[src/rtl/uart_pkg.sv]
// Shared UART definitions: FSM state encoding, bit-period math, frame lengths.
// No logic; constants and a constant function only.
// Meant to be shared by the receiver and a future transmitter.
package uart_pkg;

  localparam int unsigned UART_START_BITS = 1;
  localparam int unsigned UART_DATA_BITS  = 8;
  localparam int unsigned UART_STOP_BITS  = 1;

  // Receiver states. PARITY is only reachable when the parity build option is on.
  typedef enum logic [2:0] {
    ST_IDLE      = 3'd0,
    ST_START     = 3'd1,
    ST_DATA      = 3'd2,
    ST_PARITY    = 3'd3,
    ST_STOP      = 3'd4,
    ST_WAIT_IDLE = 3'd5
  } uart_state_t;

  // clk cycles per bit. The division is truncated, so the baud error is absorbed
  // by mid-bit sampling.
  function automatic int unsigned uart_bit_cnt(input int unsigned clk_freq,
                                               input int unsigned baud);
    return clk_freq / baud;
  endfunction

endpackage

[src/rtl/uart_rx_sync.sv]
// Two-flop synchronizer for the serial line plus falling-edge detect.
// Latency: rx_s lags the pin by 2 clk; fall_s is combinational on rx_s.
// No backpressure. fall_s is suppressed until a real high has been seen after reset.
module uart_rx_sync (
  input  logic clk,
  input  logic rst,
  input  logic rx_async,
  output logic rx_s,
  output logic fall_s
);

  logic       meta_q, meta_d;
  logic       sync_q, sync_d;
  logic       prev_q, prev_d;
  logic [1:0] fill_q, fill_d;

  // Shift the line through the synchronizer. Track when sync_q holds a real
  // sample, so the reset value of 1 cannot fake a falling edge on a low line.
  always_comb begin
    meta_d = rx_async;
    sync_d = meta_q;
    fill_d = (fill_q == 2'd2) ? fill_q : fill_q + 2'd1;
    prev_d = (fill_q == 2'd2) ? sync_q : 1'b0;
  end

  // State registers; the synchronizer flops reset to the idle-high level.
  always_ff @(posedge clk) begin
    if (rst) begin
      meta_q <= 1'b1;
      sync_q <= 1'b1;
      prev_q <= 1'b0;
      fill_q <= 2'd0;
    end else begin
      meta_q <= meta_d;
      sync_q <= sync_d;
      prev_q <= prev_d;
      fill_q <= fill_d;
    end
  end

  assign rx_s   = sync_q;
  assign fall_s = prev_q & ~sync_q;

endmodule

[src/rtl/uart_byte_rx.sv]
// UART byte receiver: 8 data bits LSB first, 3-sample majority per bit, optional even parity (UART_RX_PARITY_EN).
// Latency: o_rx_valid rises one clk after the last stop-bit sample (2 clk sync + 9.5 bit times + 2 clk after the start edge).
// No backpressure: strobes are single-cycle and must be taken when they occur.
module uart_byte_rx
  import uart_pkg::*;
#(
  parameter int unsigned CLK_FREQ = 148500000,
  parameter int unsigned BAUD     = 115200
) (
  input  logic       clk,
  input  logic       rst,
  input  logic       i_uart_rx,
  output logic [7:0] o_rx_data,
  output logic       o_rx_valid,
  output logic       o_frame_err,
  output logic       o_parity_err
);

  localparam int unsigned BIT_CNT = uart_bit_cnt(CLK_FREQ, BAUD);
  localparam int unsigned CNT_W   = $clog2(BIT_CNT) + 1;

  localparam logic [CNT_W-1:0] CNT_LAST = CNT_W'(BIT_CNT - 1);
  localparam logic [CNT_W-1:0] SMP_0    = CNT_W'(BIT_CNT / 2 - 1);
  localparam logic [CNT_W-1:0] SMP_1    = CNT_W'(BIT_CNT / 2);
  localparam logic [CNT_W-1:0] SMP_2    = CNT_W'(BIT_CNT / 2 + 1);
  localparam logic [2:0]       LAST_BIT = 3'(UART_DATA_BITS - 1);

  logic rx_s;
  logic fall_s;

  uart_rx_sync u_sync (
    .clk      (clk),
    .rst      (rst),
    .rx_async (i_uart_rx),
    .rx_s     (rx_s),
    .fall_s   (fall_s)
  );

  uart_state_t      state_q, state_d;
  logic [CNT_W-1:0] cnt_q, cnt_d;
  logic [2:0]       bit_idx_q, bit_idx_d;
  logic [1:0]       smp_q, smp_d;
  logic [7:0]       shift_q, shift_d;
  logic [7:0]       data_q, data_d;
  logic             valid_q, valid_d;
  logic             ferr_q, ferr_d;
  logic             maj;

`ifdef UART_RX_PARITY_EN
  logic             par_q, par_d;
  logic             perr_q, perr_d;
`endif

  // Majority of the two stored samples and the live third sample; only
  // meaningful in the cycle where cnt_q == SMP_2.
  assign maj = (smp_q[0] & smp_q[1]) | (smp_q[0] & rx_s) | (smp_q[1] & rx_s);

  // Next-state, bit timing, sampling and strobe generation.
  always_comb begin
    state_d   = state_q;
    cnt_d     = cnt_q + 1'b1;
    bit_idx_d = bit_idx_q;
    smp_d     = smp_q;
    shift_d   = shift_q;
    data_d    = data_q;
    valid_d   = 1'b0;
    ferr_d    = 1'b0;
`ifdef UART_RX_PARITY_EN
    par_d     = par_q;
    perr_d    = 1'b0;
`endif

    if (cnt_q == SMP_0) smp_d[0] = rx_s;
    if (cnt_q == SMP_1) smp_d[1] = rx_s;

    case (state_q)
      ST_IDLE: begin
        cnt_d     = '0;
        bit_idx_d = '0;
        if (fall_s) state_d = ST_START;
      end

      ST_START: begin
        if (cnt_q == SMP_2 && maj) begin
          // Line went back high before mid-bit: treat it as noise.
          state_d = ST_IDLE;
          cnt_d   = '0;
        end else if (cnt_q == CNT_LAST) begin
          state_d = ST_DATA;
          cnt_d   = '0;
        end
      end

      ST_DATA: begin
        if (cnt_q == SMP_2) shift_d = {maj, shift_q[7:1]};
        if (cnt_q == CNT_LAST) begin
          cnt_d     = '0;
          bit_idx_d = bit_idx_q + 3'd1;
          if (bit_idx_q == LAST_BIT) begin
`ifdef UART_RX_PARITY_EN
            state_d = ST_PARITY;
`else
            state_d = ST_STOP;
`endif
          end
        end
      end

`ifdef UART_RX_PARITY_EN
      ST_PARITY: begin
        if (cnt_q == SMP_2) par_d = maj;
        if (cnt_q == CNT_LAST) begin
          state_d = ST_STOP;
          cnt_d   = '0;
        end
      end
`endif

      ST_STOP: begin
        // Decide at the last stop sample and leave early, so a start bit that
        // immediately follows the stop bit is still caught.
        if (cnt_q == SMP_2) begin
          cnt_d = '0;
          if (maj) begin
            state_d = ST_IDLE;
`ifdef UART_RX_PARITY_EN
            if (^{shift_q, par_q}) begin
              perr_d = 1'b1;
            end else begin
              valid_d = 1'b1;
              data_d  = shift_q;
            end
`else
            valid_d = 1'b1;
            data_d  = shift_q;
`endif
          end else begin
            ferr_d  = 1'b1;
            state_d = ST_WAIT_IDLE;
          end
        end
      end

      ST_WAIT_IDLE: begin
        // Hold off through a break so it reports only one framing error.
        cnt_d = '0;
        if (rx_s) state_d = ST_IDLE;
      end

      default: begin
        state_d = ST_IDLE;
        cnt_d   = '0;
      end
    endcase
  end

  // State and output registers with synchronous reset.
  always_ff @(posedge clk) begin
    if (rst) begin
      state_q   <= ST_IDLE;
      cnt_q     <= '0;
      bit_idx_q <= '0;
      smp_q     <= '0;
      shift_q   <= '0;
      data_q    <= 8'h00;
      valid_q   <= 1'b0;
      ferr_q    <= 1'b0;
    end else begin
      state_q   <= state_d;
      cnt_q     <= cnt_d;
      bit_idx_q <= bit_idx_d;
      smp_q     <= smp_d;
      shift_q   <= shift_d;
      data_q    <= data_d;
      valid_q   <= valid_d;
      ferr_q    <= ferr_d;
    end
  end

`ifdef UART_RX_PARITY_EN
  // Parity bit and parity-error strobe registers.
  always_ff @(posedge clk) begin
    if (rst) begin
      par_q  <= 1'b0;
      perr_q <= 1'b0;
    end else begin
      par_q  <= par_d;
      perr_q <= perr_d;
    end
  end

  assign o_parity_err = perr_q;
`else
  assign o_parity_err = 1'b0;
`endif

  assign o_rx_data   = data_q;
  assign o_rx_valid  = valid_q;
  assign o_frame_err = ferr_q;

endmodule

[config.mk]
export PLATFORM = sky130hd
export DESIGN_NAME = uart_byte_rx
export DESIGN_NICKNAME = d
export VERILOG_FILES = /design/src/rtl/uart_pkg.sv /design/src/rtl/uart_rx_sync.sv /design/src/rtl/uart_byte_rx.sv
export SDC_FILE = /design/constraint.sdc
export NUM_CORES = 1
export LEC_CHECK = 0
export CAP_MARGIN = 20
export CORE_UTILIZATION = 50
export DETAILED_ROUTE_END_ITERATION = 8
export GPL_ROUTABILITY_DRIVEN = 0
export MAX_ROUTING_LAYER = met4
export PLACE_DENSITY = 0.77
export SLEW_MARGIN = 40
export SYNTH_ARGS = -nofsm -noshare
export SYNTH_HDL_FRONTEND = slang
export SYNTH_HIERARCHICAL = 1
export SYNTH_SLANG_ARGS = --single-unit
[constraint.sdc]
create_clock -name clk -period 4.1 [get_ports clk]
set_input_delay 0.82 -clock clk [delete_from_list [all_inputs] [get_ports clk]]
set_output_delay 0.82 -clock clk [all_outputs]
set_load 0.005 [all_outputs]
==> run_results.csv <==
group,metric,value,unit
synthesis,synth-edff-count,0,
die,core_area,3690,um^2
synthesis,synth-main-ff-cell,"dfxtp_1",
clocking,max-clock-path-buffers,2,
synthesis,syn_area,1930,um^2
sta,maxSlewHeadroom,65.1,%
global_route,met3_usage,3.93,%
sta,post-route-period-util,55.5,%
critical_path,worstSetupStartpoint,"cnt_q[5]$_SDFF_PP0_",
routing,wirelength,2.99,mm
global_route,grt_pass1_vias,1186,
critical_path,path_delay_family,"simple AND/OR/NAND/NOR gates",
die,die_x,64.1,um
routing,postRouteAntennaNets,0,
placed_design,hpwlAfterDp,2.15,mm
critical_path,critical_path.cell_chain,"or4_4 -> nor4_4 -> a311oi_2 -> o21ai_2 -> nor2_1",
final_layout,drive_above_1_share,12.0,%
global_route,grt_max_degree,18,
routing,num_vias,1316,
final_layout,final-seq-area,861,um^2
clocking,clock_latency,0.28,ns
critical_path,cp.required,4.25,ns
clocking,cts_resized,0,
pwr,p_leak,0.000904,uW
synthesis,ys_async_sr_fraction,0,%
critical_path,endpoint,"cnt_q[4]$_SDFF_PP0_",
synthesis,synth_top_family_by_area,"simple AND/OR/NAND/NOR gates",
global_route,grt_overflow,0,
clocking,clock-sinks,43,
global_route,use_met2,25.9,%
synthesis,yosys.area_share.simple,23.8,%
critical_path,max_stage_delay,0.58,ns
routing,drcViolationCount,0,
routing,drt_first_pass_iters,4,
sta,final-setup-viol-count,0,
critical_path,reg2reg_slack,1.82,ns
critical_path,cp-start-kind,"flip-flop",
routing,viasPerCell,5.12,
die,die_h,64.1,um
synthesis,synthMuxAreaShare,11.5,%
die,dieArea,4100,um^2
synthesis,yosysMostFrequentCell,"dfxtp_1",
hold_path,hold_class,"reg2reg",
global_route,grtUsageMet1,20.8,%
die,fp-row-count,22,
critical_path,critPathKind,"reg2reg",
final_layout,nNetsFinal,217,
placed_design,place_area,2040,um^2
clocking,postCtsSetupBuffers,0,
synthesis,synthTopCellsByCount,"dfxtp_1, nor2_1, mux2i_1, nand2_1, xor2_1",
synthesis,synth_cell_types,45,
synthesis,synth_fa_ha_area_share,4.42,%
job,cap_violations,0,
critical_path,rr_endpoint,"cnt_q[4]$_SDFF_PP0_",
final_layout,fillers,347,
pwr,peakVddDrop,0.256,mV
critical_path,cp.depth,5,
sta,rsz0062_at_grt,"false",
critical_path,reg2reg_from,"cnt_q[5]$_SDFF_PP0_",
sta,hold_violations,0,
sta,tightest_slew,0.521,ns
synthesis,synth_area_per_cell,9.82,um^2
clocking,cts_root_buffer,"clkbuf_8",
critical_path,critPathBufInv,0,
pwr,p_total,839,uW
synthesis,synth_top_area_cell,"dfxtp_1",
sta,max_freq,439,MHz
sta,final.setup.tns,0,ns
final_layout,final_area,2140,um^2
synthesis,ys_top_cells_by_area,"dfxtp_1, mux2i_1, nor2_1",
sta,period_needed,2.28,ns
clocking,cts_hold_buf,0,
synthesis,synth-seq-area-share,44.7,%
final_layout,multi_input_area,970,um^2
sta,slew_violations,0,
routing,drt_iter0_drc,45,
synthesis,syn-num-nets,205,
clocking,clk_pin_slew_worst_paths,0.07,ns
final_layout,area_growth,11.4,%
final_layout,n_antenna_cell,0,
run_status,status,"finished, final reports clean",
critical_path,crit_arrival,2.43,ns
critical_path,endpoint_kind,"flip-flop",
pwr,powerDensity,391,nW/um^2
synthesis,yosysWarnings,6,
sta,clock_skew,0.00338,ns
synthesis,synth_top_area_share,44.7,%
global_route,grt_pass1_wl,5.21,mm
synthesis,synth-compound-area-share,5.00,%
placed_design,io_buffers,12,
clocking,cts_max_level,2,
global_route,grt_antenna_before_repair,0,
global_route,grt_usage,17.1,%
synthesis,ys_ff_latch,43,
critical_path,critPathMaxFanout,12,
die,boundaryPins,14,
clocking,cts-buffers-inserted,5,
global_route,grt.busiest_layer,"met2",
die,initial_core_util,52.2,%
routing,wire_per_inst,11.6,um
critical_path,slowest_stage,"or4_4",
critical_path,r2r_cells,5,
synthesis,synth-xor-area-share,5.46,%
synthesis,postSynthCellCount,196,
clocking,cts_tree,"yes",
==> worst register-to-register path, delay by kind of cell (launching register included) <==
family,cells,cell delay (ns)
AND/OR/NAND/NOR,3,1.12
AO/OA/AOI/OAI,2,0.70
flip-flops,1,0.33
==> worst min-delay path by stage <==
stage | slack (ns) | startpoint | depth (start not counted) | endpoint
after floorplan | 0.39 | u_sync/meta_q$_SDFF_PP1_ | 1 | u_sync/rx_s$_SDFF_PP1_
after global placement | 0.39 | u_sync/meta_q$_SDFF_PP1_ | 1 | u_sync/rx_s$_SDFF_PP1_
after detailed placement | 0.40 | u_sync/meta_q$_SDFF_PP1_ | 1 | u_sync/rx_s$_SDFF_PP1_
after CTS | 0.42 | u_sync/meta_q$_SDFF_PP1_ | 1 | u_sync/rx_s$_SDFF_PP1_
after global routing | 0.44 | u_sync/meta_q$_SDFF_PP1_ | 1 | u_sync/rx_s$_SDFF_PP1_
final | 0.42 | u_sync/meta_q$_SDFF_PP1_ | 1 | u_sync/rx_s$_SDFF_PP1_
==> layer usage <==
metal / part of all wire [%] / vias up
met5: 0 / -
met4: 2.5 / 0
met3: 2.6 / 8
met2: 45 / 19
met1: 49 / 599
li1: - / 690
==> layout by cell type (no fill, tap or decap), types with 2 or more instances in the layout <==
cell type,Yosys,layout
a21oi_1,4,4
clkbuf_8,0,7
clkdlybuf4s50_1,0,12
dfxtp_1,43,43
ha_1,6,6
inv_1,7,7
mux2i_1,21,21
nand2_1,11,11
nand3_1,4,4
nand3_2,2,2
nand4_1,5,5
nor2_1,39,39
nor4bb_1,2,2
o21ai_0,3,3
or2_2,2,2
or2b_2,2,2
xor2_1,11,11
==> cells by family after synthesis <==
| group | Yosys count |
|---|---|
| compound gates | 13 |
| fa+ha+maj | 7 |
| buf+inv | 15 |
| simple gates | 83 |
| other cells | 1 |
| xor+xnor | 12 |
| flops | 43 |
| mux | 22 |
==> power by group <==
part | internal, uW | switching (uW)
combinational | 50.1 | 57.5
clock | 154 | 128
sequential | 435 | 14.5
total | 639 | 200
==> layout make-up <==
class	count	area share [%]
timing repair buffer	13	5.95
tap	48	2.80
sequential	43	40.1
inverter	7	1.23
multi-input combinational	138	45.2
clock buffer	8	4.67
==> per-stage QoR <==
stage | setup WS (ns) | hold WS [ns] | cells | utilization (%)
6_report | 1.82 | 0.416 | 257 | 58.1
4_1_cts | 1.80 | 0.422 | 257 | 58.1
3_5_place_dp | 1.61 | 0.403 | 249 | 55.4
3_3_place_gp | 1.65 | 0.393 | 249 | 55.4
5_1_grt | 1.69 | 0.441 | 257 | 58.1
2_1_floorplan | 2.04 | 0.389 | 196 | -
==> flip-flops by register name (all words and copies together) (netlist names) <==
name and cells:
bit_idx_q 3, cnt_q 12, o_frame_err 1, o_rx_data 8, o_rx_valid 1, shift_q 8, smp_q 2, state_q 3
u_sync/fill_q 2, u_sync/meta_q 1, u_sync/prev_q 1, u_sync/rx_s 1
(Power assumes the default switching activity.)
